--- src/rtl/writeback_unit.sv ---
// writeback_unit: register-file write stage arbitrating single-cycle ALU results
// against an in-order load queue, with WAW kill, source stalls and write bypass.
module writeback_unit #(
    parameter int DEPTH = 4
) (
    input  logic                       i_clock,
    input  logic                       i_reset,
    input  logic                       i_alu_valid,
    input  logic [4:0]                 i_alu_rd,
    input  logic [31:0]                i_alu_data,
    input  logic                       i_load_valid,
    input  logic [4:0]                 i_load_rd,
    input  logic [31:0]                i_load_data,
    output logic                       o_load_ready,
    output logic                       o_write_register_enable,
    output logic [4:0]                 o_write_address,
    output logic [31:0]                o_write_back_data,
    input  logic [4:0]                 i_read_address_1,
    input  logic [4:0]                 i_read_address_2,
    output logic                       o_stall_1,
    output logic                       o_stall_2,
    output logic                       o_forward_valid_1,
    output logic                       o_forward_valid_2,
    output logic [31:0]                o_forward_data_1,
    output logic [31:0]                o_forward_data_2,
    output logic [$clog2(DEPTH):0]     o_pending_count
);
    localparam int PW = $clog2(DEPTH);
    localparam int CW = PW + 1;

    logic [PW-1:0]    r_head, r_tail;
    logic [CW-1:0]    r_count;
    logic [DEPTH-1:0] r_used, r_kill;
    logic [4:0]       r_rd   [DEPTH];
    logic [31:0]      r_data [DEPTH];
    logic             r_wen;
    logic [4:0]       r_waddr;
    logic [31:0]      r_wdata;

    logic             w_alu_req, w_push, w_pop, w_head_live;
    logic [DEPTH-1:0] w_match_alu, w_live_1, w_live_2, w_used_nxt, w_kill_nxt;

    assign w_alu_req   = i_alu_valid && (i_alu_rd != 5'd0);
    assign o_load_ready = (r_count != CW'(DEPTH));
    assign w_push      = i_load_valid && o_load_ready && (i_load_rd != 5'd0);
    assign w_pop       = (r_count != '0) && !w_alu_req;
    assign w_head_live = !r_kill[r_head];

    always_comb begin
        w_match_alu = '0;
        w_live_1    = '0;
        w_live_2    = '0;
        for (int i = 0; i < DEPTH; i++) begin
            w_match_alu[i] = r_used[i] && (r_rd[i] == i_alu_rd);
            w_live_1[i]    = r_used[i] && !r_kill[i] && (r_rd[i] == i_read_address_1);
            w_live_2[i]    = r_used[i] && !r_kill[i] && (r_rd[i] == i_read_address_2);
        end
    end

    // A load pushed alongside an ALU write to the same rd is younger, so the
    // push clears the kill bit after the ALU match has been applied.
    always_comb begin
        w_used_nxt = r_used;
        w_kill_nxt = r_kill | (w_alu_req ? w_match_alu : '0);
        if (w_pop) begin
            w_used_nxt[r_head] = 1'b0;
            w_kill_nxt[r_head] = 1'b0;
        end
        if (w_push) begin
            w_used_nxt[r_tail] = 1'b1;
            w_kill_nxt[r_tail] = 1'b0;
        end
    end

    always_ff @(posedge i_clock or negedge i_reset) begin
        if (!i_reset) begin
            r_head  <= '0;
            r_tail  <= '0;
            r_count <= '0;
            r_used  <= '0;
            r_kill  <= '0;
            r_wen   <= 1'b0;
            r_waddr <= 5'd0;
            r_wdata <= 32'd0;
            for (int i = 0; i < DEPTH; i++) begin
                r_rd[i]   <= 5'd0;
                r_data[i] <= 32'd0;
            end
        end else begin
            r_used  <= w_used_nxt;
            r_kill  <= w_kill_nxt;
            r_count <= r_count + CW'(w_push) - CW'(w_pop);
            if (w_push) begin
                r_rd[r_tail]   <= i_load_rd;
                r_data[r_tail] <= i_load_data;
                r_tail         <= r_tail + 1'b1;
            end
            if (w_pop)
                r_head <= r_head + 1'b1;
            r_wen <= w_alu_req || (w_pop && w_head_live);
            if (w_alu_req) begin
                r_waddr <= i_alu_rd;
                r_wdata <= i_alu_data;
            end else if (w_pop && w_head_live) begin
                r_waddr <= r_rd[r_head];
                r_wdata <= r_data[r_head];
            end
        end
    end

    assign o_write_register_enable = r_wen;
    assign o_write_address         = r_waddr;
    assign o_write_back_data       = r_wdata;
    assign o_pending_count         = r_count;

    assign o_stall_1 = (i_read_address_1 != 5'd0) && (|w_live_1);
    assign o_stall_2 = (i_read_address_2 != 5'd0) && (|w_live_2);

    assign o_forward_valid_1 = (i_read_address_1 != 5'd0) && r_wen && (r_waddr == i_read_address_1) && !o_stall_1;
    assign o_forward_valid_2 = (i_read_address_2 != 5'd0) && r_wen && (r_waddr == i_read_address_2) && !o_stall_2;
    assign o_forward_data_1  = o_forward_valid_1 ? r_wdata : 32'd0;
    assign o_forward_data_2  = o_forward_valid_2 ? r_wdata : 32'd0;
endmodule

--- config.mk ---
export PLATFORM = sky130hd
export DESIGN_NAME = writeback_unit
export DESIGN_NICKNAME = d
export VERILOG_FILES = /design/src/rtl/writeback_unit.sv
export SDC_FILE = /design/constraint.sdc
export NUM_CORES = 1
export LEC_CHECK = 0
export ABC_CLOCK_PERIOD_IN_PS = 6700
export CAP_MARGIN = 25
export CORE_MARGIN = 10
export CORE_UTILIZATION = 55
export DETAILED_ROUTE_END_ITERATION = 12
export DONT_BUFFER_PORTS = 1
export PLACE_DENSITY = 0.7
export SLEW_MARGIN = 20
export SYNTH_ARGS = -nofsm -noshare
export SYNTH_HDL_FRONTEND = slang
export SYNTH_SLANG_ARGS = --single-unit
--- constraint.sdc ---
create_clock -name i_clock -period 6.7 [get_ports i_clock]
set_input_delay 1.675 -clock i_clock [delete_from_list [all_inputs] [get_ports i_clock]]
set_output_delay 1.675 -clock i_clock [all_outputs]
set_load 0.03 [all_outputs]
### Word-level counts from Yosys, hierarchy flattened

Index checks and enable logic that the tools add are counted.

* input bits: 88
* word-level logic and storage cells: 129
* output and inout port bits: 110
* bits in registers: 201

* bitwise logic cells: 9
* equal/unequal tests: 15
* reductions and logical operators: 49
* add/subtract/negate cells: 4
* magnitude comparators: 7
* mux-type cells: 29

Operator list (number)
* $mux W32: 7
* $bwmux W128: 1
* $eq A5 B5 Y1: 14
* $bmux W32 S2: 1
* $demux W32 S2: 1
* $logic_and A1 B1 Y1: 32
* $mux W5: 5
* $bwmux W20: 1
* $mux W4: 5
* $reduce_bool A5 Y1: 4
* $and A4 B4 Y4: 3
* $bmux W5 S2: 1
* $demux W5 S2: 1
* $logic_not A1 Y1: 8
* $not A4 Y4: 2
* $or A4 B4 Y4: 2
* $reduce_or A4 Y1: 2
* $ge A3 B3 Y1 const B: 2
* $lt A2 B3 Y1 const B: 2
* $not A2 Y3: 2
* $add A2 B1 Y2 const B: 2
* $demux W1 S2: 2
* $ge A2 B1 Y1 const B: 2
* $add A3 B1 Y3: 1
* other kinds (8): 10

### Depth between registers and ports, before layout

Gate-level depths: netlist of the first run.

* depth in word-level cells: 9
* mapped depth: 10
* depth with buffers taken out: 8

### Least setup slack after synthesis of the first run

Ideal clock, no wire load.

* kind: input port to output port
* from: input port i_read_address_2[2]
* to: output port o_forward_data_2[21]
* path buffers: 2
* arrival time: 3.562 ns
* slack: 1.463 ns
* data required time: 5.025 ns
* stages: 6
* cell sequence: buf_2 -> or4_1 -> nor2_1 -> nor4_1 -> clkbuf_1 -> nor3b_1

* cells in the longest elaborated chain, start to end: 7
* elaborated cells between the ends (all ways): 17
* classes of those cells: eq/ne (5); mux (1); reduce/logical (11)

RTL lines
* from (decl): line 19 `input logic [4:0] i_read_address_2,`
* $eq A5 B5 Y1: line 56 `w_live_2[i] = r_used[i] && !r_kill[i] && (r_rd[i] == i_read_address_2);`
* $logic_and A1 B1 Y1: line 56
* $reduce_or A4 Y1: line 117 `assign o_stall_2 = (i_read_address_2 != 5'd0) && (|w_live_2);`
* $logic_and A1 B1 Y1: line 117
* $logic_not A1 Y1: line 120 `assign o_forward_valid_2 = (i_read_address_2 != 5'd0) && r_wen && (r_waddr == i_read_address_2) && !o_stall_2;`
* $logic_and A1 B1 Y1 *: line 120
* $mux W32 *: line 122 `assign o_forward_data_2 = o_forward_valid_2 ? r_wdata : 32'd0;`
* to (decl): line 25 `output logic [31:0] o_forward_data_2,`

Every way passes the cells marked *; elsewhere a longest branch is shown, timed or not.

### Worst setup path in the final report of the first run

* from: input port i_read_address_1[3]
* to: output port o_forward_data_1[20]

* cells in the longest elaborated chain, start to end: 7
* elaborated cells between the ends (all ways): 17
* classes of those cells: eq/ne (5); mux (1); reduce/logical (11)

RTL lines
* from (decl): line 18 `input logic [4:0] i_read_address_1,`
* $eq A5 B5 Y1: line 55 `w_live_1[i] = r_used[i] && !r_kill[i] && (r_rd[i] == i_read_address_1);`
* $logic_and A1 B1 Y1: line 55
* $reduce_or A4 Y1: line 116 `assign o_stall_1 = (i_read_address_1 != 5'd0) && (|w_live_1);`
* $logic_and A1 B1 Y1: line 116
* $logic_not A1 Y1: line 119 `assign o_forward_valid_1 = (i_read_address_1 != 5'd0) && r_wen && (r_waddr == i_read_address_1) && !o_stall_1;`
* $logic_and A1 B1 Y1 *: line 119
* named net o_forward_valid_1: line 22 `output logic o_forward_valid_1,`
* $mux W32 *: line 121 `assign o_forward_data_1 = o_forward_valid_1 ? r_wdata : 32'd0;`
* to (decl): line 24 `output logic [31:0] o_forward_data_1,`

Mark *: on every way through the listed nets, which the timed path passes. The rest lies on a longest branch.

==> results.py, run 1 <==
metrics = {
    "finish": {
        "drive_gt1_frac": 0.288,
        "layout.nets": 898,
        "area_growth_syn_to_layout_pct": 7.82,
        "utilization": 0.601,
        "fin_cells": 1052,
    },
    "global_routing": {
        "grtUsageTotal": 0.206,
        "grt_max_degree": 202,
        "antenna_found_initial": 1,
        "first_global_vias": 6994,
        "grt_pass1_wl_mm": 40.1,
        "grt-ovfl-total": 0,
    },
    "synthesis": {
        "yosys_warnings": 0,
        "yosys-top-cells-area": "dfrtp_1 48%, mux2_2 14%, mux4_2 8.2%",
        "yosysTopAreaCell": "dfrtp_1",
        "ys_top_cells_by_count": "201 x dfrtp_1, 129 x mux2_2, 76 x nand2_1",
        "synthesis.nets": 918,
        "synth_seq_cells": 201,
        "synth_cells": 820,
        "postSynthAreaPerCell_um2": 12.7,
        "synth_area_um2": 10400,
        "synth_top_area_share": 0.482,
        "yosys.cell_count.top_type": "dfrtp_1",
        "ys_seq_area_frac": 0.482,
        "synth_ff_type": "dfrtp_1",
        "async_flop_share": 1.00,
        "synth_edf_count": 0,
        "synth.distinct_cells": 44,
    },
    "sta": {
        "layout_min_cycle_time_ns": 5.07,
        "hold_viol": 0,
        "clock_skew_ns": 0.0119,
        "finalSetupViolations": 0,
        "rsz0062_at_grt": "no",
        "tns_ns": 0,
        "worst_pin_slew_ns": 0.830,
        "layout_setup_ws_ns": 1.63,
        "fin_crit_sh": 0.756,
        "relSlewSlack": 0.446,
        "drv_slew": 0,
        "timing.fmax_mhz": 197,
    },
    "pwr": {
        "p_comb_frac": 0.351,
        "leakage_nw": 4.88,
        "internal_power_w": 0.00373,
        "ir_drop_mv": 0.314,
        "seq_power_share": 0.442,
        "p_sw_frac": 0.376,
        "power.share.clock": 0.207,
        "cellPowerDensity_nw_per_um2": 532,
        "p_switching_w": 0.00225,
    },
    "drt": {
        "wl_per_cell_um": 24.7,
        "drtPass1Iterations": 4,
        "drtIter0Drc": 334,
        "route.detailed.drc": 0,
        "vias_per_cell": 6.02,
        "dr_total_vias": 6335,
        "postRouteAntennaNets": 0,
        "wl_mm": 26.0,
    },
    "clock_network": {
        "cts_setup_buffers": 0,
        "htree_levels": 1,
        "cts_tree": "yes",
        "postCtsResizedCells": 0,
        "cts_root_buf": "clkbuf_16",
        "clk_pin_slew_ns": 0.06,
        "hold_buffers": 0,
        "clock_sinks": 201,
        "numCtsBuffers": 23,
        "clock_latency_ns": 0.50,
        "cts_buffer_depth": 3,
    },
    "die": {
        "die-area_um2": 24900,
        "die_y_um": 158,
        "std_cell_rows": 50,
        "core-area_um2": 18700,
        "die_w_um": 158,
        "initial_core_util": 0.558,
        "pin_count": 198,
    },
    "placement": {
        "post-place-ws_ns": 1.63,
        "port_buffers": 0,
        "place_congestion": 0.939,
        "dp_hpwl_mm": 17.9,
        "dp_cells": 1009,
    },
    "setup_path": {
        "reg2reg_slack_ns": 3.81,
        "reg2reg_from": "o_pending_count[1]$_DFF_PN0_",
        "startpoint": "i_read_address_1[3]",
        "required_ns": 5.03,
        "cp-start-kind": "primary input",
        "reg2reg_to": "r_rd[2]$_DFFE_PN0P_",
        "crit_type": "in2out",
        "worstPathMaxFanout": 19,
        "reg2reg_depth": 6,
        "crit_end": "o_forward_data_1[20]",
        "cp.arrival_ns": 3.39,
        "worstSetupEndpointType": "output port",
    },
    "run": {
        "cap_violations": 0,
    },
    "worst_hold_path": {
        "hp-class": "reg2reg",
    },
    "run_status": {
        "status": "complete, no violations",
    },
}
layer usage:
| metal | part of all wire | global-route usage | vias up |
|---|---|---|---|
| li1 | - | - | 2836 |
| met1 | 0.38 | 0.239 | 3263 |
| met2 | 0.51 | 0.364 | 195 |
| met3 | 0.080 | 0.0605 | 41 |
| met4 | 0.021 | 0.0570 | 0 |
| met5 | 0 | 0 | - |
layout by cell type (no fill, tap or decap), types with 5 or more instances in the layout:
cell	instances
nor2_1	31
nor3b_1	5
buf_4	15
and2_1	32
mux2_1	19
xor2_1	43
nand4_1	6
o21ai_1	10
nor4_1	9
mux4_2	38
mux2_2	129
clkinv_2	5
inv_1	11
ha_1	9
xnor2_1	32
clkbuf_16	23
o21ai_0	29
dfrtp_1	199
clkbuf_8	7
nor2b_1	5
nand2_1	73
mux2i_1	37
worst max-delay path, cell delays in order:
cell     delay (ns)
xnor2_1        0.12
nand4_1        0.11
or4_4          0.45
nor4b_4        0.31
buf_4          0.34
and2_1         0.38
sequential cells by signal, summed over array words and instances, names as in the netlist:
register	flops
o_pending_count	3
o_write_address	5
o_write_back_data	32
o_write_register_enable	1
r_data	128
r_head	2
r_kill	4
r_rd	20
r_tail	2
r_used	4
area by class of cell:
cell class                 instances  area (um2)
fill                            1482        7460
sequential                       201        5030
multi-input combinational        547        4980
clock buffer                      34         687
tap                              234         293
timing repair buffer              16         133
clock inverter                     8        80.1
inverter                          11        41.3
antenna                            1        2.50
per-stage QoR:
stage / hold WS, ns / cell area, um2 / total power, W
after floorplan: 0.459 / 10400 / 0.00424
after global placement: 0.468 / 10500 / 0.00466
after detailed placement: 0.477 / 10500 / 0.00480
after CTS: 0.490 / 11200 / 0.00605
after global routing: 0.506 / 11200 / 0.00634
final: 0.488 / 11200 / 0.00598
power groups by stage:
stage               Sequential, W  Clock (W)  Combinational, W
finish                    0.00264    0.00124           0.00210
global route              0.00272    0.00133           0.00230
CTS                       0.00264    0.00127           0.00214
detailed placement        0.00266          0           0.00214
global placement          0.00260          0           0.00206
floorplan                 0.00243          0           0.00181
logic make-up (layout without fill, tap and decap cells):
| logic type | after synthesis | in the layout | share of synthesized area |
|---|---|---|---|
| other | 0 | 1 | 0 |
| and+or+nand+nor | 187 | 187 | 0.0915 |
| adders and majority gates | 10 | 10 | 0.0127 |
| DFF | 201 | 201 | 0.482 |
| xor gates and xnor gates | 75 | 75 | 0.0630 |
| muxes | 223 | 223 | 0.277 |
| AOI/OAI and AO/OA | 52 | 52 | 0.0302 |
| buffers and inverters | 72 | 69 | 0.0431 |
worst min path at each step:
stage / start / end / slack (ns) / cells past startpoint
global route: r_data[35]$_DFFE_PN0P_ / r_data[35]$_DFFE_PN0P_ / 0.51 / 1
detailed placement: r_data[61]$_DFFE_PN0P_ / r_data[61]$_DFFE_PN0P_ / 0.48 / 1
global placement: r_data[36]$_DFFE_PN0P_ / r_data[36]$_DFFE_PN0P_ / 0.47 / 1
finish: r_data[61]$_DFFE_PN0P_ / r_data[61]$_DFFE_PN0P_ / 0.49 / 1
CTS: r_data[61]$_DFFE_PN0P_ / r_data[61]$_DFFE_PN0P_ / 0.49 / 1
floorplan: r_data[32]$_DFFE_PN0P_ / r_data[32]$_DFFE_PN0P_ / 0.46 / 1
(Power assumes the default switching activity.)
==> inputs of run 2 (changes only) <==
Settings changed: ABC_CLOCK_PERIOD_IN_PS 6700 to 4300, PLACE_DENSITY 0.7 to 0.73.
Clock period 6.7 ns to 4.3 ns, I/O delays scaled along.
==> results.py, run 2 (synthesis gave the netlist of run 1 again) <==
metrics = {
    "sta": {
        "tns_ns": 0,
        "worst_pin_slew_ns": 0.693,
        "clock_skew_ns": 0.00974,
        "layout_setup_ws_ns": 0.348,
        "rsz0062_at_grt": "no",
        "timing.fmax_mhz": 253,
        "hold_ws_ns": 0.283,
        "layout_min_cycle_time_ns": 3.95,
        "relSlewSlack": 0.534,
        "hold_viol": 0,
        "finalSetupViolations": 0,
        "drv_slew": 0,
        "fin_crit_sh": 0.919,
    },
    "die": {
        "pin_count": 198,
        "die-area_um2": 24900,
        "core-area_um2": 18700,
        "die_w_um": 158,
        "std_cell_rows": 50,
        "initial_core_util": 0.558,
        "die_y_um": 158,
    },
    "placement": {
        "dp_hpwl_mm": 18.5,
        "place_congestion": 0.889,
        "port_buffers": 0,
        "post-place-ws_ns": 0.441,
    },
    "finish": {
        "area_growth_syn_to_layout_pct": 12.4,
        "largest-register": "r_data",
        "final_common_cell": "dfrtp_1",
        "layout.nets": 943,
        "largest_reg_flops": 128,
        "antenna_cells": 0,
        "drive_gt1_frac": 0.323,
        "mostFrequentLayoutCells": "199 x dfrtp_1, 129 x mux2_2, 73 x nand2_1",
    },
    "drt": {
        "postRouteAntennaNets": 0,
        "wl_per_cell_um": 24.4,
        "drtPass1Iterations": 6,
        "vias_per_cell": 6.04,
        "drtIter0Drc": 444,
        "wl_mm": 26.7,
        "route.detailed.drc": 0,
        "dr_total_vias": 6595,
    },
    "setup_path": {
        "cpPeakStageDelay_ns": 0.65,
        "path_cells": "xnor2_1 > nand4_1 > or4_4 > nor4b_4 > buf_4 > and2_1",
        "required_ns": 3.22,
        "worstSetupEndpointType": "output port",
        "crit_path_top_delay_cell": "dfrtp_1",
        "crit_type": "reg2out",
        "cp.arrival_ns": 2.88,
        "cp-start-kind": "register",
        "worstPathMaxFanout": 33,
    },
    "clock_network": {
        "htree_levels": 1,
        "clk_pin_slew_ns": 0.06,
        "cts_tree": "yes",
        "clock_latency_ns": 0.49,
        "numCtsBuffers": 21,
        "postCtsResizedCells": 0,
        "clock_sinks": 201,
        "cts_setup_buffers": 0,
        "cts_root_buf": "clkbuf_16",
        "cts_buffer_depth": 3,
        "hold_buffers": 0,
    },
    "pwr": {
        "cellPowerDensity_nw_per_um2": 801,
        "ir_drop_mv": 0.401,
        "leakage_nw": 5.14,
    },
    "global_routing": {
        "grt_max_degree": 202,
        "grt-ovfl-total": 0,
        "antenna_found_initial": 0,
        "grt_pass1_wl_mm": 41.7,
        "first_global_vias": 7272,
        "grtUsageTotal": 0.213,
    },
    "run_status": {
        "status": "complete, no violations",
    },
    "run": {
        "cap_violations": 0,
    },
    "worst_hold_path": {
        "hp-class": "in2async",
    },
}
==> run 2: layer usage <==
layer,vias to the layer above,track usage,part of all wire
met3,45,0.0611,0.085
met2,216,0.371,0.52
li1,2919,-,-
met1,3415,0.252,0.38
met5,-,0,0
met4,0,0.0579,0.021
==> run 2: per-stage QoR <==
step / cell area [um2] / power [W] / util / std cells
after floorplan: 10400 / 0.00661 / - / 820
after global placement: 11000 / 0.00737 / 0.589 / 1056
after detailed placement: 11000 / 0.00760 / 0.589 / 1056
after CTS: 11700 / 0.00948 / 0.627 / 1092
after global routing: 11700 / 0.00994 / 0.627 / 1092
final: 11700 / 0.00939 / 0.627 / 1092
==> run 2: worst paths after layout <==
check	to	cells after the start	slack [ns]	from
max in group asynchronous	r_head[1]$_DFFE_PN0P_	0	3.76	i_reset
setup reg to reg	r_data[22]$_DFFE_PN0P_	6	1.57	o_pending_count[1]$_DFF_PN0_
setup / recovery	o_forward_data_1[5]	6	0.35	o_write_address[0]$_DFFE_PN0P_
hold / removal	o_write_back_data[12]$_DFFE_PN0P_	0	0.28	i_reset
min in group i_clock	r_data[62]$_DFFE_PN0P_	1	0.49	r_data[62]$_DFFE_PN0P_
hold reg to reg	r_data[62]$_DFFE_PN0P_	1	0.49	r_data[62]$_DFFE_PN0P_
==> run 2: final cells by class <==
type | instances | area, um2
Fill cell | 1414 | 6980
Sequential cell | 201 | 5030
Multi-Input combinational cell | 547 | 4970
Timing Repair Buffer | 63 | 686
Clock buffer | 27 | 578
Tap cell | 234 | 293
Clock inverter | 9 | 124
Inverter | 11 | 41.3
==> run 2: power breakdown <==
group	switching (W)	leakage, nW	internal, W
Sequential	0.00133	2.39	0.00285
Clock	0.000719	0.350	0.00113
Combinational	0.00148	2.40	0.00188
Total	0.00353	5.14	0.00587
==> run 2: critical path, delay by kind of cell, from the launching register on <==
kind,cells,cell delay (ns)
DFF,1,0.65
xor gates and xnor gates,1,0.17
buffers and inverters,1,0.38
and+or+nand+nor,4,1.15
